[src/rtl/div_if.sv]
// Handshake and data bundle between the EX datapath and the iterative divider.
interface div_if #(
  parameter int DATA_WIDTH = 32
);
  logic                  flush;
  logic                  start;
  logic [5:0]            funct;
  logic [DATA_WIDTH-1:0] operand_1;
  logic [DATA_WIDTH-1:0] operand_2;
  logic                  stall_request;
  logic                  done;
  logic [DATA_WIDTH-1:0] result_lo;
  logic [DATA_WIDTH-1:0] result_hi;

  // EX datapath side: issues operations and consumes results.
  modport master (
    output flush, start, funct, operand_1, operand_2,
    input  stall_request, done, result_lo, result_hi
  );

  // Divider side.
  modport slave (
    input  flush, start, funct, operand_1, operand_2,
    output stall_request, done, result_lo, result_hi
  );
endinterface

[src/rtl/div_unit.sv]
// Iterative radix-2 restoring divider for DIV/DIVU in the EX stage.
// Quotient goes to result_lo, remainder to result_hi; the pipeline is held
// through stall_request until the single-cycle done pulse.
module div_unit #(
  parameter int DATA_WIDTH = 32,
  parameter int ITER_CNT_W = 6
) (
  input logic   clk,
  input logic   rst_n,
  div_if.slave  bus
);

  localparam logic [5:0] FUNCT_DIV  = 6'h1A;
  localparam logic [5:0] FUNCT_DIVU = 6'h1B;

  localparam logic [1:0] S_IDLE = 2'd0;
  localparam logic [1:0] S_RUN  = 2'd1;
  localparam logic [1:0] S_DONE = 2'd2;

  localparam logic [ITER_CNT_W-1:0] LAST_STEP = ITER_CNT_W'(DATA_WIDTH - 1);

  logic [1:0]            state;
  logic [ITER_CNT_W-1:0] counter;
  logic [DATA_WIDTH-1:0] rem_q;
  logic [DATA_WIDTH-1:0] quo_q;
  logic [DATA_WIDTH-1:0] divisor_q;
  logic                  neg_quo_q;
  logic                  neg_rem_q;
  logic [DATA_WIDTH-1:0] result_lo_q;
  logic [DATA_WIDTH-1:0] result_hi_q;

  logic                  is_div_op;
  logic                  start_ok;
  logic                  op_signed;
  logic [DATA_WIDTH-1:0] mag_1;
  logic [DATA_WIDTH-1:0] mag_2;

  logic [DATA_WIDTH:0]   partial;
  logic [DATA_WIDTH-1:0] diff;
  logic                  ge;
  logic [DATA_WIDTH-1:0] rem_step;
  logic [DATA_WIDTH-1:0] quo_step;
  logic [DATA_WIDTH-1:0] quo_fix;
  logic [DATA_WIDTH-1:0] rem_fix;

  // Decode the incoming request and form operand magnitudes for signed DIV.
  always_comb begin
    // NOTE: every combinational output gets a default first so no path leaves it unassigned (no latch).
    is_div_op = 1'b0;
    op_signed = 1'b0;
    mag_1     = bus.operand_1;
    mag_2     = bus.operand_2;
    if (bus.funct == FUNCT_DIV || bus.funct == FUNCT_DIVU) is_div_op = 1'b1;
    if (bus.funct == FUNCT_DIV) op_signed = 1'b1;
    if (op_signed && bus.operand_1[DATA_WIDTH-1]) mag_1 = -bus.operand_1;
    if (op_signed && bus.operand_2[DATA_WIDTH-1]) mag_2 = -bus.operand_2;
  end

  assign start_ok = bus.start && is_div_op;

  // One restoring step: shift {rem,quo} left, trial-subtract, keep if non-negative.
  // While rem < divisor holds, partial < 2*divisor, so the difference fits DATA_WIDTH bits.
  always_comb begin
    partial  = {rem_q, quo_q[DATA_WIDTH-1]};
    ge       = (partial >= {1'b0, divisor_q});
    diff     = partial[DATA_WIDTH-1:0] - divisor_q;
    rem_step = ge ? diff : partial[DATA_WIDTH-1:0];
    quo_step = {quo_q[DATA_WIDTH-2:0], ge};
    quo_fix  = neg_quo_q ? -quo_step : quo_step;
    rem_fix  = neg_rem_q ? -rem_step : rem_step;
  end

  // Stall holds the pipeline on issue and during iteration; flush and reset mask it at once.
  always_comb begin
    bus.stall_request = rst_n && !bus.flush &&
                        (((state == S_IDLE) && start_ok) || (state == S_RUN));
    bus.done          = (state == S_DONE) && !bus.flush;
  end

  assign bus.result_lo = result_lo_q;
  assign bus.result_hi = result_hi_q;

  // Control FSM, iteration datapath and result registers.
  always_ff @(posedge clk or negedge rst_n) begin
    if (!rst_n) begin
      // NOTE: sequential state uses non-blocking assignments so every register samples pre-edge values.
      state       <= S_IDLE;
      counter     <= '0;
      rem_q       <= '0;
      quo_q       <= '0;
      divisor_q   <= '0;
      neg_quo_q   <= 1'b0;
      neg_rem_q   <= 1'b0;
      result_lo_q <= '0;
      result_hi_q <= '0;
    end else if (bus.flush) begin
      state   <= S_IDLE;
      counter <= '0;
    end else begin
      case (state)
        S_IDLE: begin
          if (start_ok) begin
            rem_q     <= '0;
            quo_q     <= mag_1;
            divisor_q <= mag_2;
            neg_quo_q <= op_signed && (bus.operand_1[DATA_WIDTH-1] ^ bus.operand_2[DATA_WIDTH-1]);
            neg_rem_q <= op_signed && bus.operand_1[DATA_WIDTH-1];
            counter   <= '0;
            if (bus.operand_2 == '0) begin
              // Divide by zero finishes immediately with all-ones quotient and raw dividend.
              result_lo_q <= '1;
              result_hi_q <= bus.operand_1;
              state       <= S_DONE;
            end else begin
              state <= S_RUN;
            end
          end
        end
        S_RUN: begin
          rem_q   <= rem_step;
          quo_q   <= quo_step;
          counter <= counter + 1'b1;
          if (counter == LAST_STEP) begin
            result_lo_q <= quo_fix;
            result_hi_q <= rem_fix;
            state       <= S_DONE;
          end
        end
        S_DONE:  state <= S_IDLE;
        default: state <= S_IDLE;
      endcase
    end
  end

endmodule

[src/flat_wrapper.sv]
// flat-port wrapper written by rule: the top's interface ports become plain ports
module div_unit_flat 
#(
  parameter int DATA_WIDTH = 32,
  parameter int ITER_CNT_W = 6
)
  (clk, rst_n, bus_flush, bus_start, bus_funct, bus_operand_1, bus_operand_2, bus_stall_request, bus_done, bus_result_lo, bus_result_hi);
  div_if #(.DATA_WIDTH(DATA_WIDTH)) bus_i ();
  input logic clk;
  input logic rst_n;
  input wire logic [$bits(bus_i.flush)-1:0] bus_flush;
  input wire logic [$bits(bus_i.start)-1:0] bus_start;
  input wire logic [$bits(bus_i.funct)-1:0] bus_funct;
  input wire logic [$bits(bus_i.operand_1)-1:0] bus_operand_1;
  input wire logic [$bits(bus_i.operand_2)-1:0] bus_operand_2;
  output wire logic [$bits(bus_i.stall_request)-1:0] bus_stall_request;
  output wire logic [$bits(bus_i.done)-1:0] bus_done;
  output wire logic [$bits(bus_i.result_lo)-1:0] bus_result_lo;
  output wire logic [$bits(bus_i.result_hi)-1:0] bus_result_hi;
  assign bus_i.flush = bus_flush;
  assign bus_i.start = bus_start;
  assign bus_i.funct = bus_funct;
  assign bus_i.operand_1 = bus_operand_1;
  assign bus_i.operand_2 = bus_operand_2;
  assign bus_stall_request = bus_i.stall_request;
  assign bus_done = bus_i.done;
  assign bus_result_lo = bus_i.result_lo;
  assign bus_result_hi = bus_i.result_hi;
  div_unit #(.DATA_WIDTH(DATA_WIDTH), .ITER_CNT_W(ITER_CNT_W)) u_core (.clk(clk), .rst_n(rst_n), .bus(bus_i));
endmodule
[config.mk]
export PLATFORM = sky130hd
export DESIGN_NAME = div_unit_flat
export DESIGN_NICKNAME = d
export VERILOG_FILES = /design/src/rtl/div_if.sv /design/src/rtl/div_unit.sv /design/src/flat_wrapper.sv
export SDC_FILE = /design/constraint.sdc
export NUM_CORES = 1
export LEC_CHECK = 0
export BUFFER_PORTS_ARGS = -buffer_cell sky130_fd_sc_hd__clkbuf_2
export CORE_MARGIN = 2
export CORE_UTILIZATION = 40
export DETAILED_ROUTE_END_ITERATION = 8
export RECOVER_POWER = 50
export SYNTH_ARGS = -nofsm -noshare
export SYNTH_HDL_FRONTEND = slang
export SYNTH_SLANG_ARGS = --single-unit
[constraint.sdc]
create_clock -name clk -period 5.69 [get_ports clk]
set_input_delay 0 -clock clk [delete_from_list [all_inputs] [get_ports clk]]
set_output_delay 0 -clock clk [all_outputs]
set_load 0.03 [all_outputs]
# Word level (Yosys, flattened, before mapping)
# Index checks and enable logic that the tools add are counted.
# word_totals
ff_bits	170
in_bits	74
out_inout_bits	66
# classes
add_sub_neg	6
order_cmp	1
eq_ne	10
muxes	27
bitwise	2
n_reduce_logical	20
# ops
op	count
$mux 32	13
$pmux 32 s2	4
$neg 32->32	4
$ge 33x32->1	1
$logic_not 32->1	1
$sub 32x32->32	1
$eq 6x5->1 const B	3
$mux 6	2
$pmux 6 s2	1
$logic_and 1x1->1	8
$mux 2	4
$add 6x1->6 const B	1
$reduce_and 3->1	2
$reduce_and 5->1	1
$ne 2x2->1 const B	2
$pmux 2 s2	1
$reduce_and 2->1	2
$ne 3x2->1 const B	1
$ne 3x3->1 const B	1
$reduce_bool 3->1	1
$eq 2x1->1 const B	1
$eq 2x2->1 const B	1
$logic_not 2->1	1
$logic_or 1x1->1	2
other kinds (6)	7

# Depth between registers and ports, before layout
# Gate-level depths: netlist of the first run.
# depth
depth_word	7
mapped_depth	23
mapped_depth_nobuf	19

# Least setup slack after synthesis of the first run
# No wires, ideal clock.
# synth_path
path_type	register to register
startpoint	register u_core.rem_q[2]
endpoint	register u_core.result_hi_q[28] (netlist: u_core.bus.result_hi[28])
setup_ps	64
arrival_time_ps	5105
t_required_ps	5626
slack_ps	520
stages_incl_launch_ff	23
path_buffers	4
synth_period_minus_slack_ps	5170
cell_sequence	dfrtp_1 ha_1 buf_4 a21o_2 nor2_2 a2111oi_4 o311ai_4 nand3_4 buf_2 buf_1 buf_1 nand2_1 o21ai_0 ha_1 and2_1 o2111ai_1 a31oi_1 a41o_1 o2111ai_2 or3b_4 or4_1 a31oi_1 a21o_1
# synth_via
elab_chain_cells	6
# synth_rtl
item	line_no	rtl
start, declared	div_unit.sv:24	logic [DATA_WIDTH-1:0] rem_q;
start signal, assigned	div_unit.sv:120	rem_q <= rem_step;
$sub 32x32->32 or $ge 33x32->1 (tied branches)	div_unit.sv:66, div_unit.sv:65	
$mux 32 *	div_unit.sv:67	rem_step = ge ? diff : partial[DATA_WIDTH-1:0];
$neg 32->32	div_unit.sv:70	rem_fix = neg_rem_q ? -rem_step : rem_step;
$mux 32 *	div_unit.sv:70	
$mux 32 *	div_unit.sv:123	if (counter == LAST_STEP) begin
$pmux 32 s2 *	div_unit.sv:100	case (state)
end signal, assigned	div_unit.sv:112	result_hi_q <= bus.operand_1;
end signal, assigned	div_unit.sv:125	result_hi_q <= rem_fix;
end, declared	div_unit.sv:30	logic [DATA_WIDTH-1:0] result_hi_q;
# Mark *: on every way between the ends. The rest lies on a longest branch, timed or not. The select of a mux whose other input is x is not followed.
# A chain may end at the register's enable or synchronous reset.

# Final worst setup path of the first run
# layout_path
startpoint	register u_core.rem_q[7]
endpoint	register u_core.result_hi_q[28] (netlist: u_core.bus.result_hi[28])
# The elaborated chain is that of the path after synthesis.

==> results of run 1 <==
-- layout make-up --
type / instances / area [sq um]
Fill cell: 3074 / 16060
Inverter: 55 / 209.0
Sequential cell: 170 / 4254
Timing Repair Buffer: 220 / 1381
Tap cell: 396 / 495.5
Multi-Input combinational cell: 1244 / 7493
Clock inverter: 15 / 193.9
Clock buffer: 17 / 425.4
-- worst max-delay path, stage by stage, from the launching register on --
cell and delay [ns]:
dfrtp_1 0.42, ha_1 0.43, a21oi_1 0.28, a21boi_1 0.28, o211ai_2 0.20, o311ai_4 0.44
nand3_4 0.21, inv_4 0.15, mux2i_1 0.29, ha_1 0.28, and2_1 0.16, o2111ai_1 0.15
a31oi_1 0.27, a41o_1 0.30, o2111ai_2 0.18, or3b_4 0.47, or4_1 0.50, a31oi_1 0.14
a21o_1 0.11
-- state kept, by name, indices dropped and copies added, names as in the netlist --
| signal | cells |
|---|---|
| u_core.bus.result_hi | 32 |
| u_core.neg_rem_q | 1 |
| u_core.neg_quo_q | 1 |
| u_core.counter | 6 |
| u_core.state | 2 |
| u_core.divisor_q | 32 |
| u_core.bus.result_lo | 32 |
| u_core.quo_q | 32 |
| u_core.rem_q | 32 |
-- cells by family after synthesis --
logic type	Yosys count
xor+xnor	115
fa+ha+maj	38
mux	24
buf+inv	147
flops	170
simple gates	587
compound gates	480
-- report_power, final --
| part | internal, mW | switching [mW] | leakage (nW) |
|---|---|---|---|
| Combinational | 1.83 | 3.59 | 3.58 |
| Sequential | 1.66 | 0.466 | 2.18 |
| Clock | 0.640 | 0.609 | 0.299 |
-- final timing paths --
kind                                    startpoint                  endpoint  slack (ns)  cells after the start
min in group asynchronous                    rst_n   u_core.bus.result_lo[7]        1.55                      2
min reg2reg                u_core.bus.result_hi[0]   u_core.bus.result_hi[0]        0.48                      1
max reg2reg                        u_core.rem_q[7]  u_core.bus.result_hi[28]        0.37                     18
min                               bus_operand_2[1]       u_core.divisor_q[1]        0.03                      3
max                                u_core.rem_q[7]  u_core.bus.result_hi[28]        0.37                     18
max in group asynchronous                    rst_n          u_core.rem_q[20]        1.09                      3
-- Yosys cell counts (all sizes together), types with 3 or more instances --
| cell type | instances | share of area |
|---|---|---|
| and2 | 12 | 0.0061 |
| inv | 55 | 0.017 |
| or3b | 3 | 0.0023 |
| nor2 | 142 | 0.043 |
| or4 | 11 | 0.0067 |
| o21a | 4 | 0.0024 |
| o211ai | 14 | 0.0089 |
| nor4b | 3 | 0.0026 |
| o21bai | 4 | 0.0024 |
| o31ai | 29 | 0.019 |
| o221ai | 3 | 0.0021 |
| nand4 | 24 | 0.012 |
| nor3 | 31 | 0.013 |
| mux2i | 24 | 0.019 |
| and3b | 3 | 0.0021 |
| o21ai | 184 | 0.075 |
| o41ai | 12 | 0.0085 |
| buf | 30 | 0.012 |
| or2 | 5 | 0.0025 |
| a211o | 6 | 0.0043 |
| nand3 | 29 | 0.013 |
| xor2 | 72 | 0.051 |
| a21oi | 126 | 0.051 |
| dfrtp | 170 | 0.35 |
| a22o | 9 | 0.0064 |
| a211oi | 12 | 0.0073 |
| xnor2 | 43 | 0.031 |
| or3 | 28 | 0.014 |
| a21o | 14 | 0.0092 |
| nor4 | 19 | 0.0096 |
| clkbuf | 62 | 0.019 |
| nand2 | 222 | 0.068 |
| ha | 37 | 0.038 |
| nor2b | 8 | 0.0041 |
| nand2b | 16 | 0.0087 |
| nor3b | 5 | 0.0039 |
| a31oi | 31 | 0.016 |
| a22oi | 4 | 0.0024 |
| nand3b | 4 | 0.0024 |
| and3 | 16 | 0.0081 |
-- cells in the final DEF (no fill, tap or decap), types with 4 or more instances in the layout --
cell type	Yosys	final
nand2_1	221	220
o21ai_0	176	176
dfrtp_1	170	170
nor2_1	141	140
a21oi_1	125	125
clkbuf_2	0	74
xor2_1	72	72
clkbuf_1	62	66
dlygate4sd3_1	0	65
inv_1	53	53
xnor2_1	43	43
ha_1	37	37
a31oi_1	31	31
nor3_1	30	30
nand3_1	28	28
or3_1	28	28
o31ai_1	27	27
nand4_1	24	24
mux2i_1	24	24
nor4_1	19	19
clkbuf_16	0	17
and3_1	16	16
nand2b_1	15	15
buf_4	4	15
o211ai_1	13	13
a21o_1	12	12
a211oi_1	12	12
and2_1	12	12
o41ai_1	12	12
or4_1	11	10
a22o_1	9	9
o21ai_1	8	8
nor2b_1	8	8
a211o_1	6	6
inv_8	0	5
o21a_1	4	4
o21bai_1	4	4
a22oi_1	4	4
or2_2	4	4
nand3b_1	4	4
-- timing repair --
action / 4_1_cts / 5_1_grt
endpoints found under the setup margin: 0 / 1
endpoints found under the hold margin: 136 / 0
hold buffers: 65 / 0
-- routing by layer --
metal / track usage / vias up / routed length [um]
li1: - / 5863 / -
met1: 0.3286 / 5538 / 17740
met2: 0.3646 / 353 / 16620
met3: 0.02998 / 43 / 2017
met4: 0.05854 / 0 / 605
met5: 0 / - / 0
==> metrics.md, run 1 <==
| Metric | Value |
|---|---|
| Status | finished, violations left |
| Failing checks | max-capacitance violations, max-slew violations |
| Pre-CTS worst setup slack | 0.4185 ns |
| Largest net degree at the start of global routing | a little under 100 |
| Worst-margin pin slew | around 4.1 ns |
| GP Congestion | just over 0.9 |
| Ports | 140 |
| # diodes | 0 |
| Synth Net Count | 1673 |
| Sequential share of the synthesized area | 0.3450 |
| Final Hold Viols | 0 |
| Worst-case hold slack | 0.03124 ns |
| Setup violators final | 0 |
| Async set-reset flop share out of synthesis | 1.000 |
| Max FO, Critical Path | 10 |
| Wire per inst | 17.47 um |
| GRT Util Overall | 0.2290 |
| Setup crit end kind | flip-flop |
| Initial Util | 0.4041 |
| Synthesized area per cell | 7.898 sq um |
| Num rows | 64 |
| WP data required | 6.07 ns |
| Synth Area in Simple Gates | 0.2272 |
| Post-Route WL | 36980 um |
| Mux cell area share after synthesis | 0.01948 |
| I/O Buffers | ~140 |
| Cell area after layout | 14450 sq um |
| CP startpoint kind | flip-flop |
| Vias | ~12000 |
| First-pass GRT wire length | 60670 um |
| Vias in the first global route | 11331 |
| Core area | about 30000 sq um |
| Post-DP HPWL | roughly 27000 um |
| CP arrival | between 5 and 6 ns |
| Root Driver | clkbuf_16 |
| CTS Buf Count | 17 |
| Fin. max-slew vios | 77 |
| PnR worst setup slack | 0.3742 ns |
| Die Width | 179.6 um |
| PwrDens | 608.6 nW/um^2 |
| CTS max path bufs | 2 |
| Cell Area, Synth | ~12000 sq um |
| Final cell count without fillers | 2117 |
| Post-route core utilization | 0.4737 |
| Synth Area in Adders | 0.03917 |
| Ys Warns | 0 |
| Max rail drop VDD | 0.0003012 V |
| Area Growth Syn to Fin | 17.22% |
| Mapped Cells | approximately 1600 |
| Yosys reg bits | 170 |
| Final Power | just under 9 mW |
| Die ar. | 32240 sq um |
| Max Fclk | 188.1 MHz |
| Die Y | 179.6 um |
| Htree depth | 4 |
| Main combinational cell family by area after synthesis | compound AO/OA/AOI/OAI gates |
| EDFF count, synth | 0 |
| Postcts setup bufs | 0 |
| Synth Flop Type | dfrtp_1 |
| Sink Count | 170 |
| Layout cells sized above 1 | 0.08890 |
| Maximum capacitance violations | 1 |
| Post-CTS Resized | 0 |
| Via-to-Cell Ratio | 5.573 |
| Unrepaired setup endpoints after global routing | no |
| Number of DRC markers in iteration 0 | 1069 |
| Cell variety after synth | a little under 90 |
| Setup TNS | 0 ns |
| CTS clk-pin slew, worst paths | 0.08 ns |
| Critical path class | flip-flop to flip-flop |
| Xor and xnor area share after synthesis | 0.08169 |
| Worst slew margin | -1.753 |
| Leakage | ~6.1 nW |
| Placement Cell Area | roughly 13000 sq um |
| Antenna violations before repair | 0 |
| Clock Latency Late Sink | 0.44 ns |
| Tmin final | approximately 5.3 ns |
| Grt ovf | 0 |
| CTS tree | done |
| Drt pass-1 iters | 5 |
| Cells after DPL | 2020 |
| Synth Area in Compound Gates | 0.2393 |
| Hold Crit Class | input port to flip-flop |
| DRC errors left | 0 |
| ANT nets after route | 0 |
| Clock Skew | about 0.013 ns |
| Post-layout nets | 1820 |
| Fin crit share | 0.9342 |
No activity file was read; power rests on OpenSTA's default activity.
==> inputs of run 2 (changes only) <==
- RECOVER_POWER: 50 -> 25
==> run 2 against run 1 <==
Compared with the run above:
- the flow still finishes with violations (max-capacitance violations, max-slew violations)
- via count shrank 0.34%
- cell area increased by 0.35%
- first-iteration DRC count rose by 3.7%
- fmax is 0.13% higher
- worst hold slack improved by 0.0012 ns
- setup slack gained 0.0071 ns
- clock power is essentially flat
- global-route usage stayed put
- total power is 0.32% higher
- die area is the same
- critical path depth unchanged
- count of clock-buffer cells in the layout unchanged
- critical endpoint unchanged
- largest cell class unchanged
==> metrics.md, run 2 (synthesis gave the netlist of run 1 again) <==
| Metric | Value |
|---|---|
| Status | finished, violations left |
| Failing checks | max-capacitance violations, max-slew violations |
| Die Width | 179.6 um |
| PwrDens | 608.4 nW/um^2 |
| Postcts setup bufs | 0 |
| Tmin final | 5.309 ns |
| Largest net degree at the start of global routing | between 90 and 100 |
| Clock power share | 0.141 |
| Worst-case hold slack | 0.03244 ns |
| CTS tree | done |
| CTS Buf Count | 17 |
| Setup TNS | 0 ns |
| CP bufs+invs | 1 |
| Vias | around 12000 |
| CTS max path bufs | 2 |
| WP data required | 6.07 ns |
| First-pass GRT wire length | 60670 um |
| Num rows | 64 |
| Via-to-Cell Ratio | 5.554 |
| Final Hold Viols | 0 |
| Root Driver | clkbuf_16 |
| CP startpoint kind | flip-flop |
| Slowest-stage cell, CP | or4_1 |
| CP cell instances | ha_1, a21oi_1, a21boi_1, o211ai_2, o311ai_4, nand3_4, inv_4, mux2i_1, ha_1, and2_1, o2111ai_1, a31oi_1, a41o_1, o2111ai_2, or3b_4, or4_1, a31oi_1, a21o_1 |
| Die ar. | 32240 sq um |
| Sw Share | 0.5284 |
| CTS clk-pin slew, worst paths | 0.08 ns |
| GRT Util Overall | 0.2290 |
| Wire per inst | 17.44 um |
| Layout cells sized above 1 | 0.1110 |
| Ports | 140 |
| Critical path class | flip-flop to flip-flop |
| Clock Latency Late Sink | 0.44 ns |
| Commonest non-fill, non-tap cell in the layout | nand2_1 |
| Core area | around 30000 sq um |
| Worst path top cell family by delay | compound AO/OA/AOI/OAI gates |
| Drt pass-1 iters | 5 |
| CP arrival | 5.69 ns |
| Internal power | 4.162 mW |
| Max FO, Critical Path | 10 |
| Die Y | about 180 um |
| ANT nets after route | 0 |
| Number of DRC markers in iteration 0 | approximately 1100 |
| Max Fclk | 188.4 MHz |
| Most frequent cells in the layout | nand2_1, o21ai_0, dfrtp_1 |
| Setup crit end kind | flip-flop |
| Clock Skew | between 0.01 and 0.015 ns |
| Leakage | 6.186 nW |
| Grt ovf | 0 |
| # diodes | 0 |
| Net switching power | between 4 and 5 mW |
| Antenna violations before repair | 0 |
| Logic pwr share | 0.618 |
| Max rail drop VDD | approximately 0.0003 V |
| Worst slew margin | -1.752 |
| Hold Crit Class | input port to flip-flop |
| Post-Route WL | 36920 um |
| Maximum capacitance violations | 1 |
| Fin. max-slew vios | 77 |
| Initial Util | 0.4041 |
| Fin crit share | 0.9330 |
| Seq pwr share | 0.241 |
| GP Congestion | 0.9108 |
| I/O Buffers | 139 |
| DRC errors left | 0 |
| Post-layout nets | 1820 |
| Vias in the first global route | 11331 |
| Worst-margin pin slew | between 4 and 5 ns |
| Setup violators final | 0 |
| Htree depth | 4 |
| Sink Count | 170 |
| Post-DP HPWL | around 27000 um |
| Unrepaired setup endpoints after global routing | no |
| Area Growth Syn to Fin | 17.63% |
| CP max stage delay | 0.50 ns |
| Post-CTS Resized | 0 |
==> run 2: cell types whose count changed in the layout (fill, tap and decap cells not counted), sizes merged <==
| cell | previous run | this run |
|---|---|---|
| buf | 15 | 16 |
| clkbuf | 157 | 156 |
==> run 2: area by class of cell <==
cell class / instances / area (sq um)
clock buffer: 17 / 425.4
clock inverter: 15 / 193.9
fill: 3056 / 16010
inverter: 55 / 209.0
multi-input combinational: 1244 / 7493
sequential: 170 / 4254
tap: 396 / 495.5
timing repair buffer: 220 / 1431
==> run 2: worst paths after layout <==
path                                         start  slack, ns                       end  cells past startpoint
hold / removal                    bus_operand_2[1]       0.03       u_core.divisor_q[1]                      3
setup reg to reg                   u_core.rem_q[7]       0.38  u_core.bus.result_hi[28]                     18
setup / recovery                   u_core.rem_q[7]       0.38  u_core.bus.result_hi[28]                     18
hold reg to reg            u_core.bus.result_hi[0]       0.48   u_core.bus.result_hi[0]                      1
max in group asynchronous                    rst_n       1.76          u_core.rem_q[20]                      3
min in group asynchronous                    rst_n       1.55   u_core.bus.result_lo[7]                      2
==> run 2: stage by stage <==
| stage | worst slack (ns) | power (mW) | utilization | std cells | cell area (sq um) |
|---|---|---|---|---|---|
| after floorplan | 0.5202 | 5.986 | - | 1561 | 12330 |
| after global placement | 0.6135 | 7.478 | 0.4351 | 2020 | 13270 |
| after detailed placement | 0.4185 | 7.486 | 0.4351 | 2020 | 13270 |
| after CTS | 0.3890 | 8.794 | 0.4767 | 2117 | 14540 |
| after global routing | 0.04420 | 9.518 | 0.4754 | 2117 | 14500 |
| final | 0.3814 | 8.824 | 0.4754 | 2117 | 14500 |
==> run 2: power groups by stage <==
| stage | Clock (mW) | Sequential (mW) | Combinational, mW |
|---|---|---|---|
| floorplan | 0 | 2.42 | 3.57 |
| global placement | 0 | 2.12 | 5.35 |
| detailed placement | 0 | 2.14 | 5.35 |
| CTS | 1.27 | 2.12 | 5.41 |
| global route | 1.32 | 2.20 | 6.00 |
| finish | 1.25 | 2.13 | 5.45 |
==> run 2: per-layer routing <==
metal	vias to the layer above	wire length (um)	track usage
met3	36	1729	0.02998
met4	0	574	0.05854
met5	-	0	0
met2	321	16660	0.3646
li1	5869	-	-
met1	5531	17950	0.3286
==> run 2: worst reg2reg max path: cells and delay by family, from the launching register on <==
| family | cells | cell delay [ns] |
|---|---|---|
| compound gates | 10 | 2.35 |
| simple gates | 4 | 1.35 |
| fa+ha+maj | 2 | 0.69 |
| flops | 1 | 0.43 |
| mux | 1 | 0.29 |
| buf+inv | 1 | 0.15 |
==> run 2: what timing repair did <==
action | in CTS | in global routing
hold endpoints to repair | 136 | 0
hold buffers | 65 | 0
setup endpoints to repair | 0 | 1
